$ cat src/rtl/shreg_pkg.sv
// Shared types for the universal shift register: command codes and step-controller states.
// SHREG_ROTATE_EN enables the rotate commands; without it they behave as reserved codes.
package shreg_pkg;

   typedef enum logic [2:0] {
      HOLD  = 3'b000,
      LOAD  = 3'b001,
      SHR   = 3'b010,
      SHL   = 3'b011,
      ROTR  = 3'b100,
      ROTL  = 3'b101,
      CLEAR = 3'b110,
      RSVD  = 3'b111
   } mode_e;

   typedef enum logic [1:0] {
      IDLE = 2'd0,
      RUN  = 2'd1,
      DONE = 2'd2
   } state_e;

   // True for commands that consume a step count.
   function automatic logic is_shift(input mode_e m);
      case (m)
         SHR, SHL: return 1'b1;
`ifdef SHREG_ROTATE_EN
         ROTR, ROTL: return 1'b1;
`endif
         default: return 1'b0;
      endcase
   endfunction

endpackage

$ cat src/rtl/shreg_step_ctrl.sv
// Command FSM and step down-counter; issues one shift strobe per shift edge.
// state | meaning
// IDLE  | waiting for start
// RUN   | remaining shifts pending, one per edge
// DONE  | one-cycle completion pulse; may accept the next command
module shreg_step_ctrl
   import shreg_pkg::*;
#(
   parameter int SW = 3
) (
   input  logic          clock,
   input  logic          reset_n,
   input  logic          start,
   input  mode_e         mode,
   input  logic [SW-1:0] steps,
   output logic          busy,
   output logic          done,
   output logic          shift_en,
   output logic          accept,
   output mode_e         op
);

   localparam logic [SW-1:0] ONE = SW'(1);

   state_e        state, state_next;
   logic [SW-1:0] cnt, cnt_next;
   mode_e         mode_r, mode_next;

   always_ff @(posedge clock) begin
      if (!reset_n) begin
         state  <= IDLE;
         cnt    <= '0;
         mode_r <= HOLD;
      end else begin
         state  <= state_next;
         cnt    <= cnt_next;
         mode_r <= mode_next;
      end
   end

   always_comb begin
      state_next = state;
      cnt_next   = cnt;
      mode_next  = mode_r;
      shift_en   = 1'b0;
      accept     = 1'b0;
      op         = mode_r;
      case (state)
         RUN: begin
            shift_en = 1'b1;
            cnt_next = cnt - ONE;
            if (cnt == ONE) state_next = DONE;
         end
         default: begin
            state_next = IDLE;
            if (start && reset_n) begin
               accept    = 1'b1;
               op        = mode;
               mode_next = mode;
               // The first shift lands on the accepting edge itself.
               if (is_shift(mode) && steps != '0) begin
                  shift_en   = 1'b1;
                  cnt_next   = steps - ONE;
                  state_next = (steps == ONE) ? DONE : RUN;
               end else begin
                  state_next = DONE;
               end
            end
         end
      endcase
   end

   assign busy = (state == RUN);
   assign done = (state == DONE);

endmodule

$ cat src/rtl/shift_register_universal.sv
// Universal WIDTH-bit shift register: load, clear, shift left/right, optional rotate.
// Rotate support is built only when SHREG_ROTATE_EN is defined.
module shift_register_universal
   import shreg_pkg::*;
#(
   parameter  int WIDTH = 4,
   localparam int SW    = $clog2(WIDTH) + 1
) (
   input  logic             clock,
   input  logic             reset_n,
   input  logic             start,
   input  logic [2:0]       mode,
   input  logic [SW-1:0]    steps,
   input  logic [WIDTH-1:0] load_data,
   input  logic             ser_in_msb,
   input  logic             ser_in_lsb,
   output logic [WIDTH-1:0] q,
   output logic             ser_out_lsb,
   output logic             ser_out_msb,
   output logic             busy,
   output logic             done
);

   logic             shift_en;
   logic             accept;
   mode_e            op;
   logic [WIDTH-1:0] q_next;

   shreg_step_ctrl #(.SW(SW)) u_ctrl (
      .clock    (clock),
      .reset_n  (reset_n),
      .start    (start),
      .mode     (mode_e'(mode)),
      .steps    (steps),
      .busy     (busy),
      .done     (done),
      .shift_en (shift_en),
      .accept   (accept),
      .op       (op)
   );

   always_comb begin
      q_next = q;
      if (shift_en) begin
         case (op)
            SHR:     q_next = {ser_in_msb, q[WIDTH-1:1]};
            SHL:     q_next = {q[WIDTH-2:0], ser_in_lsb};
`ifdef SHREG_ROTATE_EN
            ROTR:    q_next = {q[0], q[WIDTH-1:1]};
            ROTL:    q_next = {q[WIDTH-2:0], q[WIDTH-1]};
`endif
            default: q_next = q;
         endcase
      end else if (accept) begin
         case (op)
            LOAD:    q_next = load_data;
            CLEAR:   q_next = '0;
            default: q_next = q;
         endcase
      end
   end

   always_ff @(posedge clock) begin
      if (!reset_n) q <= '0;
      else          q <= q_next;
   end

   assign ser_out_lsb = q[0];
   assign ser_out_msb = q[WIDTH-1];

endmodule

$ cat config.mk
export PLATFORM = sky130hd
export DESIGN_NAME = shift_register_universal
export DESIGN_NICKNAME = d
export VERILOG_FILES = /design/src/rtl/shreg_pkg.sv /design/src/rtl/shreg_step_ctrl.sv /design/src/rtl/shift_register_universal.sv
export SDC_FILE = /design/constraint.sdc
export NUM_CORES = 1
export LEC_CHECK = 0
export ABC_AREA = 0
export CORE_UTILIZATION = 43
export DETAILED_ROUTE_END_ITERATION = 7
export GPL_ROUTABILITY_DRIVEN = 0
export PLACE_DENSITY = 0.74
export SLEW_MARGIN = 15
export SYNTH_ARGS = -nofsm -noshare
export SYNTH_HDL_FRONTEND = slang
export SYNTH_SLANG_ARGS = --single-unit
$ cat constraint.sdc
create_clock -name clock -period 1.78 [get_ports clock]
set_input_delay 0.356 -clock clock [delete_from_list [all_inputs] [get_ports clock]]
set_output_delay 0.356 -clock clock [all_outputs]
set_load 0.03 [all_outputs]
==> results.txt, run 1 <==
----------------------------------------------------
[CTS]
  Master cell of the clock root buffer ... clkbuf_4
  CTS buffer count ... 3
  Clk_lat worst skew ... 0.27 ns
  Clock tree from TritonCTS ... yes
  Clock transition at the register clock pins on the worst setup and hold paths after CTS ... 0.08 ns
  CTS Buffer Depth ... 2
  Total of hold buffers inserted after clock tree synthesis ... 0
  Level count of the clock H-tree ... 1
  Clock Sinks ... 12

[GRT]
  Global-route wire length before repair ... 4319 um
  Vias in the first global route ... 963
  Global routing usage summed across all routing layers ... 23.56%
  Initial antenna violation count ... 0
  Maximum number of pins on one net before global-route repair ... 16
  Aggregate global routing overflow ... 0

[Synthesis]
  Biggest area contributors in the synthesized netlist ... dfxtp_1 26%, ha_1 6.8%, o211a_1 6.5%, mux2i_1 5.4%, nor2b_1 5.4%
  Portion of synthesized cell area occupied by the leading cell type ... 26.02%
  Number of synthesized register bits ... 12
  Fraction of synthesis flops using an asynchronous set or reset pin ... 0%
  Instance count of the mapped netlist ... 106
  Share of the yosys chip area belonging to registers ... 26.02%
  Count of flip-flops with a built-in enable after synthesis ... 0
  Yosys cell types ... 35
  Synthesized netlist net count ... 126
  Synthesized area ... 923.4 um2
  Most frequent cell after synthesis ... dfxtp_1
  Most common flop cell mapped by yosys ... dfxtp_1
  Cell type with the highest aggregate area in the netlist ... dfxtp_1
  Most common library cells after synthesis ... 12 x dfxtp_1, 9 x nand2_1, 8 x nor2b_1, 8 x o21ai_0, 6 x o211a_1
  Warning count from the yosys run ... 0
  Post-synthesis area per instance ... 8.711 um2

[STA]
  Final number of hold-violating endpoints ... 0
  Final setup vio count ... 0
  Final Slew Violations ... 0
  Part of the cycle the worst path needs ... 97.19%
  Layout Skew ... 0.001383 ns
  Unrepaired setup endpoints after global routing ... yes
  Highest clock rate ... 0.5780 GHz
  Relative slew slack ... 74.00%
  Measured slew at the worst slew-check pin ... 0.3867 ns
  Post-layout min period ... 1.730 ns
  Worst Slack Setup Final ... 0.05001 ns

[Finish]
  Fraction of final layout cells with drive strength greater than 1 ... 33.76%
  Final core area utilization ... 74.49%
  Layout Area Growth over Synthesis ... 59.89%
  Area used by sequential logic in the layout ... 241.5 um2
  Number of filler instances in the final layout ... 140
  Area of combinational cells with multiple inputs ... 681.9 um2
  Number of nets in the layout ... 178
  Diodes inserted ... 0

[Floorplanning]
  Die span in x ... 48.34 um
  Placeable Area ... 1982 um2
  Height of the die ... 48.34 um
  Effective utilization at floorplan ... 46.59%
  FP Rows ... 16
  Full die area ... 2337 um2
  Io pins ... 23

[Power]
  Largest voltage drop on the vdd net ... 0.0004048 V
  Lkg Pwr ... 0.7547 nW
  Pwr Density ... 535.3 nW/um2

[Min path]
  Worst hold path class ... flop to flop
  Worst hold path endpoint ... u_ctrl.cnt[1]$_SDFFE_PN0P_
  Hold Path Depth ... 2
  Launch instance of the worst min-delay path ... u_ctrl.cnt[1]$_SDFFE_PN0P_

[Routing]
  Iteration-0 DRC count of the detailed router ... 11
  Total length of routed wires ... 2626 um
  Post-detailed-route wirelength per cell ... 14.27 um
  DRC viols ... 0
  Vias ... 981
  First drt pass iteration count ... 4
  Routed via count divided by cell count ... 5.332
  Remaining antenna violation count ... 0

[Setup path]
  Start-to-end type of the worst setup path ... input pin to flop
  Crit Reg-Reg Endpoint ... q[0]$_SDFFE_PN0P_
  Nature of the critical path startpoint ... input pin
  Required time of the worst setup path ... 1.96 ns
  Largest driver fanout on the critical path ... 4
  Type of element capturing the critical path ... flop
  Register-to-register setup slack ... 0.05 ns
  Reg2Reg Depth ... 8
  Startpoint of the most critical register-to-register path ... u_ctrl.state[1]$_SDFFE_PN0P_
  Data arrival time at the worst-slack endpoint ... 1.91 ns

[Run status]
  Outcome ... finished, final reports clean

[Job]
  Max_cap viols ... 0

[Place]
  Number of port buffers ... 22
  Dpl hpwl ... 1864 um
  Post-placement worst setup slack ... -0.5288 ns

----------------------------------------------------
==> where the power goes <==
part	internal (mW)	total, mW	switching [mW]	leakage, nW
registers	0.284	0.298	0.0136	0.0982
clock network	0.124	0.225	0.101	0.0210
logic	0.139	0.267	0.128	0.636
==> cell type report <==
type	instances	area share, %
multi-input cells	83	46.19
repair buffers	52	30.34
flip-flops and latches	12	16.36
clock buffers	4	2.458
inverters	6	2.373
well taps	27	2.288
==> cell families (layout without fill, tap and decap cells) <==
logic type / after synthesis / in the layout / synth area share [%]
muxes: 7 / 7 / 7.859
buffers and inverters: 11 / 62 / 7.588
DFF: 12 / 12 / 26.02
and+or+nand+nor: 32 / 32 / 19.24
AOI/OAI and AO/OA: 38 / 38 / 31.57
adders and majority gates: 5 / 5 / 6.775
xor gates and xnor gates: 1 / 1 / 0.9487
==> flip-flops by register name, indices dropped and copies added (netlist names) <==
| name | count |
|---|---|
| q | 4 |
| u_ctrl.cnt | 3 |
| u_ctrl.mode_r | 3 |
| u_ctrl.state | 2 |
==> per-layer routing <==
| metal | part of all wire, % | GRT usage (%) | vias to the layer above |
|---|---|---|---|
| met3 | 2.4 | 3.459 | 2 |
| met5 | 0 | 0 | - |
| met4 | 0.57 | 8.824 | 0 |
| met1 | 45 | 29.01 | 471 |
| li1 | - | - | 491 |
| met2 | 52 | 41.31 | 17 |
==> through the flow <==
stage	std cells	hold WS [ns]	power, mW	instance area (um2)	setup TNS (ns)
3_3_place_gp	172	0.4491	0.5404	1324	-2.866
6_report	184	0.4701	0.7903	1476	0
5_1_grt	184	0.5076	0.8389	1476	-0.07141
3_5_place_dp	172	0.4568	0.5462	1324	-3.182
2_1_floorplan	106	0.4375	0.4322	947.2	0
4_1_cts	176	0.4690	0.7762	1386	0
==> worst max path at each step <==
stage | start | endpoint | cells past startpoint
finish | steps[1] | q[0]$_SDFFE_PN0P_ | 10
floorplan | steps[1] | q[3]$_SDFFE_PN0P_ | 8
global placement | steps[0] | q[1]$_SDFFE_PN0P_ | 9
CTS | steps[1] | q[3]$_SDFFE_PN0P_ | 10
global route | steps[1] | q[0]$_SDFFE_PN0P_ | 10
detailed placement | steps[0] | q[3]$_SDFFE_PN0P_ | 9
==> critical path, cell delays in order <==
cell and delay [ns]:
clkdlybuf4s15_1 0.17, inv_2 0.07, ha_4 0.13, nor2b_4 0.17
o21ai_4 0.08, buf_6 0.12, o211ai_1 0.29, o211ai_4 0.13
and2_4 0.17, o211a_1 0.21
==> placed cells by master (no fill, tap or decap), drive strengths merged, types with 6 or more instances in the layout <==
master / count
buf: 30
dfxtp: 12
clkdlybuf4s50: 11
nand2: 10
o21ai: 9
nor2b: 8
dlygate4sd2: 6
o211ai: 6
nor2: 6
o211a: 6
==> timing repair <==
item                                    4_1_cts  5_1_grt
pin swaps                                     7        9
endpoints found under the setup margin        8        7
resized for setup                            16       13
buffers inserted                              0        8
Power figures use the tool's default switching activity.
==> run 2: changes to the inputs <==
- clock period: 1.78 -> 1.45 ns (I/O delays scaled with it)
==> run 2 against run 1 <==
Effect of this change: the run now ends with negative setup slack left; global-route usage is 1.1 points lower; combinational power up 21%; via count is 3.1% lower; clock-buffer cell count fell by 1; cell area is 3.5% lower; sequential share of layout area rose by 0.59 points; core utilization down 2.6 points; worst hold slack better by 0.0024 ns; largest power group unchanged.
==> results.txt, run 2 (synthesis gave the netlist of run 1 again) <==
----------------------------------------------------
[Run status]
  Outcome ... finished, violations left
  Violations in the final reports ... negative setup slack

[STA]
  Final setup vio count ... 5 (+5)
  Unrepaired setup endpoints after global routing ... yes
  Final number of hold-violating endpoints ... 0 (unchanged)
  Layout Skew ... 0.005318 ns (+0.003935 ns)
  Measured slew at the worst slew-check pin ... 0.4117 ns (+0.02506 ns)
  Setup total negative slack ... -0.6471 ns (-0.6471 ns)
  Worst Slack Setup Final ... -0.1689 ns (-0.2190 ns)
  Final Slew Violations ... 0 (unchanged)
  Highest clock rate ... 0.6177 GHz
  Part of the cycle the worst path needs ... 111.7%
  Post-layout min period ... 1.619 ns
  Relative slew slack ... 72.32% (-1.7 points)

[Place]
  Post-Place Cell Area ... 1343 um2 (+1.4%)
  Number of instances in the placed design ... 171 (-0.58%)
  Number of port buffers ... 22 (unchanged)
  Dpl hpwl ... 1831 um (-1.8%)

[Routing]
  DRC viols ... 0 (unchanged)
  Total length of routed wires ... 2578 um (-1.8%)
  Remaining antenna violation count ... 0 (unchanged)
  Vias ... 951 (-3.1%)
  First drt pass iteration count ... 4 (unchanged)
  Post-detailed-route wirelength per cell ... 14.56 um (+2.1%)
  Routed via count divided by cell count ... 5.373 (+0.78%)
  Iteration-0 DRC count of the detailed router ... 15 (+4)

[Finish]
  Fraction of final layout cells with drive strength greater than 1 ... 34.00% (+0.24 points)
  Area used by sequential logic in the layout ... 241.5 um2 (unchanged)
  Largest registers ... q: 4 flops, u_ctrl.cnt: 3 flops, u_ctrl.mode_r: 3 flops
  Final core area utilization ... 71.91% (-2.6 points)
  Post-layout instance count excluding filler cells ... 177 (-3.8%)
  Final std cell area, no fill ... 1425 um2 (-3.5%)
  Layout Area Growth over Synthesis ... 54.34%
  Number of filler instances in the final layout ... 175 (+25%)
  Diodes inserted ... 0 (unchanged)
  Commonest cells after routing, fill and taps aside ... 24 x buf_4, 11 x dlygate4sd2_1, 11 x dfxtp_1
  Flip-flop count of the largest register after layout ... 4 (unchanged)
  Most common library cell in the layout ignoring fill and taps ... buf_4
  Register name with the most flops ... q
  Number of nets in the layout ... 172 (-3.4%)
  Area of combinational cells with multiple inputs ... 696.9 um2 (+2.2%)

[CTS]
  Master cell of the clock root buffer ... clkbuf_4
  CTS buffer count ... 3 (unchanged)
  CTS Buffer Depth ... 2 (unchanged)
  Clk_lat worst skew ... 0.27 ns (about the same)
  Clock tree from TritonCTS ... yes
  Total of hold buffers inserted after clock tree synthesis ... 0 (unchanged)
  Level count of the clock H-tree ... 1 (unchanged)
  Clock Sinks ... 12 (unchanged)
  Clock transition at the register clock pins on the worst setup and hold paths after CTS ... 0.08 ns (about the same)

[Floorplanning]
  Placeable Area ... 1982 um2 (unchanged)
  Height of the die ... 48.34 um (unchanged)
  Die span in x ... 48.34 um (unchanged)
  FP Rows ... 16 (unchanged)
  Io pins ... 23 (unchanged)
  Effective utilization at floorplan ... 46.59% (unchanged)
  Full die area ... 2337 um2 (unchanged)

[Setup path]
  Type of element capturing the critical path ... flop
  Capture point of the worst path ... q[0]$_SDFFE_PN0P_
  Largest driver fanout on the critical path ... 7 (+3)
  Critical path startpoint ... u_ctrl.state[1]$_SDFFE_PN0P_
  Reg2Reg Depth ... 7 (-1)
  Startpoint of the most critical register-to-register path ... u_ctrl.state[1]$_SDFFE_PN0P_
  Crit Reg-Reg Endpoint ... q[0]$_SDFFE_PN0P_
  Register-to-register setup slack ... -0.17 ns (-0.22 ns)
  Required time of the worst setup path ... 1.62 ns (-0.34 ns)
  Data arrival time at the worst-slack endpoint ... 1.79 ns (-0.12 ns)
  Start-to-end type of the worst setup path ... flop to flop
  Nature of the critical path startpoint ... flop

[GRT]
  Global routing usage summed across all routing layers ... 22.50% (-1.1 points)
  Vias in the first global route ... 957 (-0.62%)
  Maximum number of pins on one net before global-route repair ... 13 (-3)
  Global-route wire length before repair ... 4084 um (-5.4%)
  Initial antenna violation count ... 0 (unchanged)
  Aggregate global routing overflow ... 0 (unchanged)

[Min path]
  Worst hold path class ... flop to flop

[Power]
  Pwr Density ... 633.1 nW/um2 (+18%)
  Largest voltage drop on the vdd net ... 0.0004655 V (+15%)
  Lkg Pwr ... 0.6857 nW (-9.1%)

[Job]
  Max_cap viols ... 0 (unchanged)

----------------------------------------------------
==> run 2: worst max-delay path, stage by stage (launching register included) <==
cell      delay, ns
dfxtp_2        0.33
nand2b_4       0.17
inv_6          0.06
o211a_4        0.24
a31oi_4        0.24
mux2i_1        0.22
o221ai_1       0.13
o211a_1        0.14
==> run 2: what timing repair did <==
item	4_1_cts	5_1_grt
gates resized for setup	32	1
pin swaps	9	0
endpoints found under the setup margin	16	5
cloned	0	0
setup buffers	3	2
==> run 2: area by class of cell <==
cell class	instances	area share, %
clock buffer	3	1.580
multi-input combinational	83	48.90
tap	27	2.370
sequential	12	16.94
inverter	6	3.161
timing repair buffer	46	27.04
==> run 2: how the worst min path moves through the flow <==
stage | from | endpoint | depth (start not counted)
2_1_floorplan | mode[2] | u_ctrl.mode_r[2]$_SDFF_PN0_ | 2
3_3_place_gp | u_ctrl.cnt[2]$_SDFFE_PN0P_ | u_ctrl.cnt[2]$_SDFFE_PN0P_ | 2
3_5_place_dp | u_ctrl.cnt[2]$_SDFFE_PN0P_ | u_ctrl.cnt[2]$_SDFFE_PN0P_ | 2
4_1_cts | u_ctrl.cnt[2]$_SDFFE_PN0P_ | u_ctrl.cnt[2]$_SDFFE_PN0P_ | 2
5_1_grt | u_ctrl.cnt[2]$_SDFFE_PN0P_ | u_ctrl.cnt[2]$_SDFFE_PN0P_ | 2
6_report | u_ctrl.cnt[2]$_SDFFE_PN0P_ | u_ctrl.cnt[2]$_SDFFE_PN0P_ | 2
==> run 2: power by group <==
group	switching [mW]	total [mW]	internal, mW	leakage, nW
sequential	0.0166	0.365	0.349	0.0982
clock	0.118	0.214	0.0960	0.0138
combinational	0.162	0.323	0.162	0.574
==> run 2: per-layer routing <==
layer	share of wire [%]	up-vias	routed length (um)	track usage (%)
li1	-	476	-	-
met1	46	451	1192	25.92
met2	49	20	1272	41.08
met3	3.1	4	80	3.459
met4	1.2	0	32	9.314
met5	0	-	0	0
==> run 2: per-stage QoR <==
step,worst slack (ns),hold WS (ns),total power [mW]
CTS,-0.1821,0.4732,0.8961
floorplan,-0.1837,0.4349,0.5376
finish,-0.1689,0.4725,0.9022
global route,-0.2532,0.5119,0.9439
detailed placement,-0.9399,0.4617,0.6768
global placement,-0.8660,0.4512,0.6695
==> run 3: changes to the inputs <==
- CORE_UTILIZATION: 43 -> 45
- CTS_BUF_LIST: not set -> sky130_fd_sc_hd__clkbuf_4
- PLACE_DENSITY: 0.74 -> 0.77
==> run 3 against run 2 <==
Effect of this change: the run still ends with negative setup slack left; worst hold slack hardly changed; routed wire length grew 0.97%; cell count rose by 2.3%; sequential share of layout area decreased by 0.25 points; fmax down 5.8%; first-iteration DRC count rose by 27%; clock power grew 6%; die area is 4.3% lower; power increased by 2.7%; largest cell class unchanged; largest power group unchanged.
==> results.txt, run 3 (synthesis gave the netlist of run 1 again) <==
----------------------------------------------------
[CTS]
  CTS Buffer Depth ... 2 (unchanged)
  Clock tree from TritonCTS ... yes
  Clk_lat worst skew ... 0.28 ns (about the same)
  Clock transition at the register clock pins on the worst setup and hold paths after CTS ... 0.09 ns (about the same)
  Level count of the clock H-tree ... 1 (unchanged)
  CTS buffer count ... 3 (unchanged)
  Clock Sinks ... 12 (unchanged)
  Master cell of the clock root buffer ... clkbuf_4
  Total of hold buffers inserted after clock tree synthesis ... 0 (unchanged)

[STA]
  Setup total negative slack ... -1.046 ns (-0.3992 ns)
  Worst Slack Setup Final ... -0.2687 ns (-0.09976 ns)
  Unrepaired setup endpoints after global routing ... yes
  Final number of hold-violating endpoints ... 0 (unchanged)
  Layout Skew ... 0.006363 ns (+0.001045 ns)
  Post-layout min period ... 1.719 ns (+0.09976 ns)
  Worst slack on hold paths ... 0.4722 ns (-0.0002740 ns)
  Final setup vio count ... 4 (-1)
  Final Slew Violations ... 0 (unchanged)
  Highest clock rate ... 0.5818 GHz (-5.8%)
  Part of the cycle the worst path needs ... 118.5% (+6.9 points)
  Relative slew slack ... 73.35% (+1.0 points)
  Measured slew at the worst slew-check pin ... 0.3964 ns (-0.01533 ns)

[Job]
  Max_cap viols ... 0 (unchanged)

[Run status]
  Violations in the final reports ... negative setup slack
  Outcome ... finished, violations left

[Setup path]
  Largest driver fanout on the critical path ... 4 (-3)
  Start-to-end type of the worst setup path ... flop to flop
  Critical path startpoint ... u_ctrl.state[1]$_SDFFE_PN0P_
  Cells along the critical path ... nand2b_4 -> buf_12 -> o21ai_4 -> buf_6 -> o211ai_1 -> o211ai_4 -> and2_4 -> o211a_1
  Critical Path Max Stage Delay ... 0.33 ns (about the same)
  Reg2Reg Depth ... 8 (+1)
  Register-to-register setup slack ... -0.27 ns (-0.10 ns)
  Required time of the worst setup path ... 1.63 ns (about the same)
  Startpoint of the most critical register-to-register path ... u_ctrl.state[1]$_SDFFE_PN0P_
  Crit Reg-Reg Endpoint ... q[1]$_SDFFE_PN0P_
  Nature of the critical path startpoint ... flop
  Type of element capturing the critical path ... flop
  Data arrival time at the worst-slack endpoint ... 1.90 ns (+0.11 ns)
  Slowest CP cell ... dfxtp_2

[Finish]
  Number of filler instances in the final layout ... 158 (-9.7%)
  Diodes inserted ... 0 (unchanged)
  Most common library cell in the layout ignoring fill and taps ... buf_4
  Largest registers ... q: 4 flops, u_ctrl.cnt: 3 flops, u_ctrl.mode_r: 3 flops
  Layout Area Growth over Synthesis ... 56.64%
  Area used by sequential logic in the layout ... 241.5 um2 (unchanged)
  Register name with the most flops ... q
  Fraction of final layout cells with drive strength greater than 1 ... 33.77% (-0.23 points)
  Flip-flop count of the largest register after layout ... 4 (unchanged)
  Area of combinational cells with multiple inputs ... 678.2 um2 (-2.7%)
  Number of nets in the layout ... 175 (+1.7%)
  Commonest cells after routing, fill and taps aside ... 25 x buf_4, 11 x dlygate4sd2_1, 11 x dfxtp_1

[GRT]
  Maximum number of pins on one net before global-route repair ... 11 (-2)
  Global routing usage summed across all routing layers ... 24.02% (+1.5 points)
  Global-route wire length before repair ... 3629 um (-11%)
  Aggregate global routing overflow ... 0 (unchanged)
  Vias in the first global route ... 875 (-8.6%)
  Initial antenna violation count ... 0 (unchanged)

[Place]
  Dpl hpwl ... 2022 um (+10%)
  Number of port buffers ... 22 (unchanged)

[Routing]
  DRC viols ... 0 (unchanged)
  Iteration-0 DRC count of the detailed router ... 19 (+4)
  Remaining antenna violation count ... 0 (unchanged)
  First drt pass iteration count ... 4 (unchanged)
  Post-detailed-route wirelength per cell ... 14.38 um (-1.3%)
  Routed via count divided by cell count ... 5.586 (+4.0%)
  Vias ... 1011 (+6.3%)
  Total length of routed wires ... 2603 um (+0.97%)

[Floorplanning]
  Full die area ... 2237 um2 (-4.3%)
  Placeable Area ... 1942 um2 (-2.0%)
  Die span in x ... 47.30 um (-2.2%)
  Height of the die ... 47.30 um (-2.2%)
  FP Rows ... 16 (unchanged)
  Io pins ... 23 (unchanged)
  Effective utilization at floorplan ... 47.55% (+0.96 points)

[Min path]
  Hold Path Depth ... 3 (+1)
  Worst hold path class ... input pin to flop
  Launch instance of the worst min-delay path ... mode[2]
  Worst hold path endpoint ... u_ctrl.mode_r[2]$_SDFF_PN0_

[Power]
  Lkg Pwr ... 0.7164 nW (+4.5%)
  Pwr Density ... 640.6 nW/um2 (+1.2%)
  Largest voltage drop on the vdd net ... 0.0005758 V (+24%)

----------------------------------------------------
## run 3: cell count changes in the layout (fill, tap and decap cells not counted), sizes merged
cell,before,now
clkinv,0,1
buf,28,31
## run 3: how the worst max path moves through the flow
| stage | slack (ns) | end |
|---|---|---|
| 2_1_floorplan | -0.18 | q[3]$_SDFFE_PN0P_ |
| 3_3_place_gp | -0.87 | q[1]$_SDFFE_PN0P_ |
| 3_5_place_dp | -0.93 | q[2]$_SDFFE_PN0P_ |
| 4_1_cts | -0.26 | q[2]$_SDFFE_PN0P_ |
| 5_1_grt | -0.29 | q[1]$_SDFFE_PN0P_ |
| 6_report | -0.27 | q[1]$_SDFFE_PN0P_ |
## run 3: metal layers
layer  up-vias  routed length (um)  global-route usage, %
met2        43                1330                  40.00
met3        10                 120                  4.615
met4         0                  79                  15.43
li1        481                   -                      -
met1       477                1072                  27.88
met5         -                   0                      0
## run 3: power by group
group | switching [mW] | internal, mW | total [mW] | leakage, nW
Sequential | 0.0153 | 0.349 | 0.364 | 0.0982
Combinational | 0.163 | 0.172 | 0.335 | 0.603
Clock | 0.127 | 0.0999 | 0.227 | 0.0154
Total | 0.306 | 0.621 | 0.927 | 0.716
## run 3: cell type report
cell class	count	area share (%)
Clock inverter	1	0.2595
Sequential cell	12	16.70
Tap cell	27	2.336
Clock buffer	3	1.557
Timing Repair Buffer	49	29.15
Inverter	6	3.114
Multi-Input combinational cell	83	46.89
## run 3: worst max-delay path: cells and delay by family (launching register included)
family	cells	cell delay (ns)
compound gates	4	0.72
simple gates	2	0.34
flops	1	0.33
buf+inv	2	0.24
## run 3: stage by stage
step	util [%]	cells	cell area [um2]	power, mW	setup slack [ns]
after floorplan	-	106	979.7	0.5376	-0.1837
after global placement	71.33	175	1385	0.6812	-0.8681
after detailed placement	71.33	175	1385	0.6924	-0.9294
after CTS	73.58	180	1429	0.9182	-0.2641
after global routing	74.48	181	1446	0.9641	-0.2856
final	74.48	181	1446	0.9266	-0.2687
## run 3: timing repair
item                       4_1_cts  5_1_grt
resized for setup               26        2
setup buffers                    1        1
setup endpoints to repair       16        7
pin swaps                        4        6
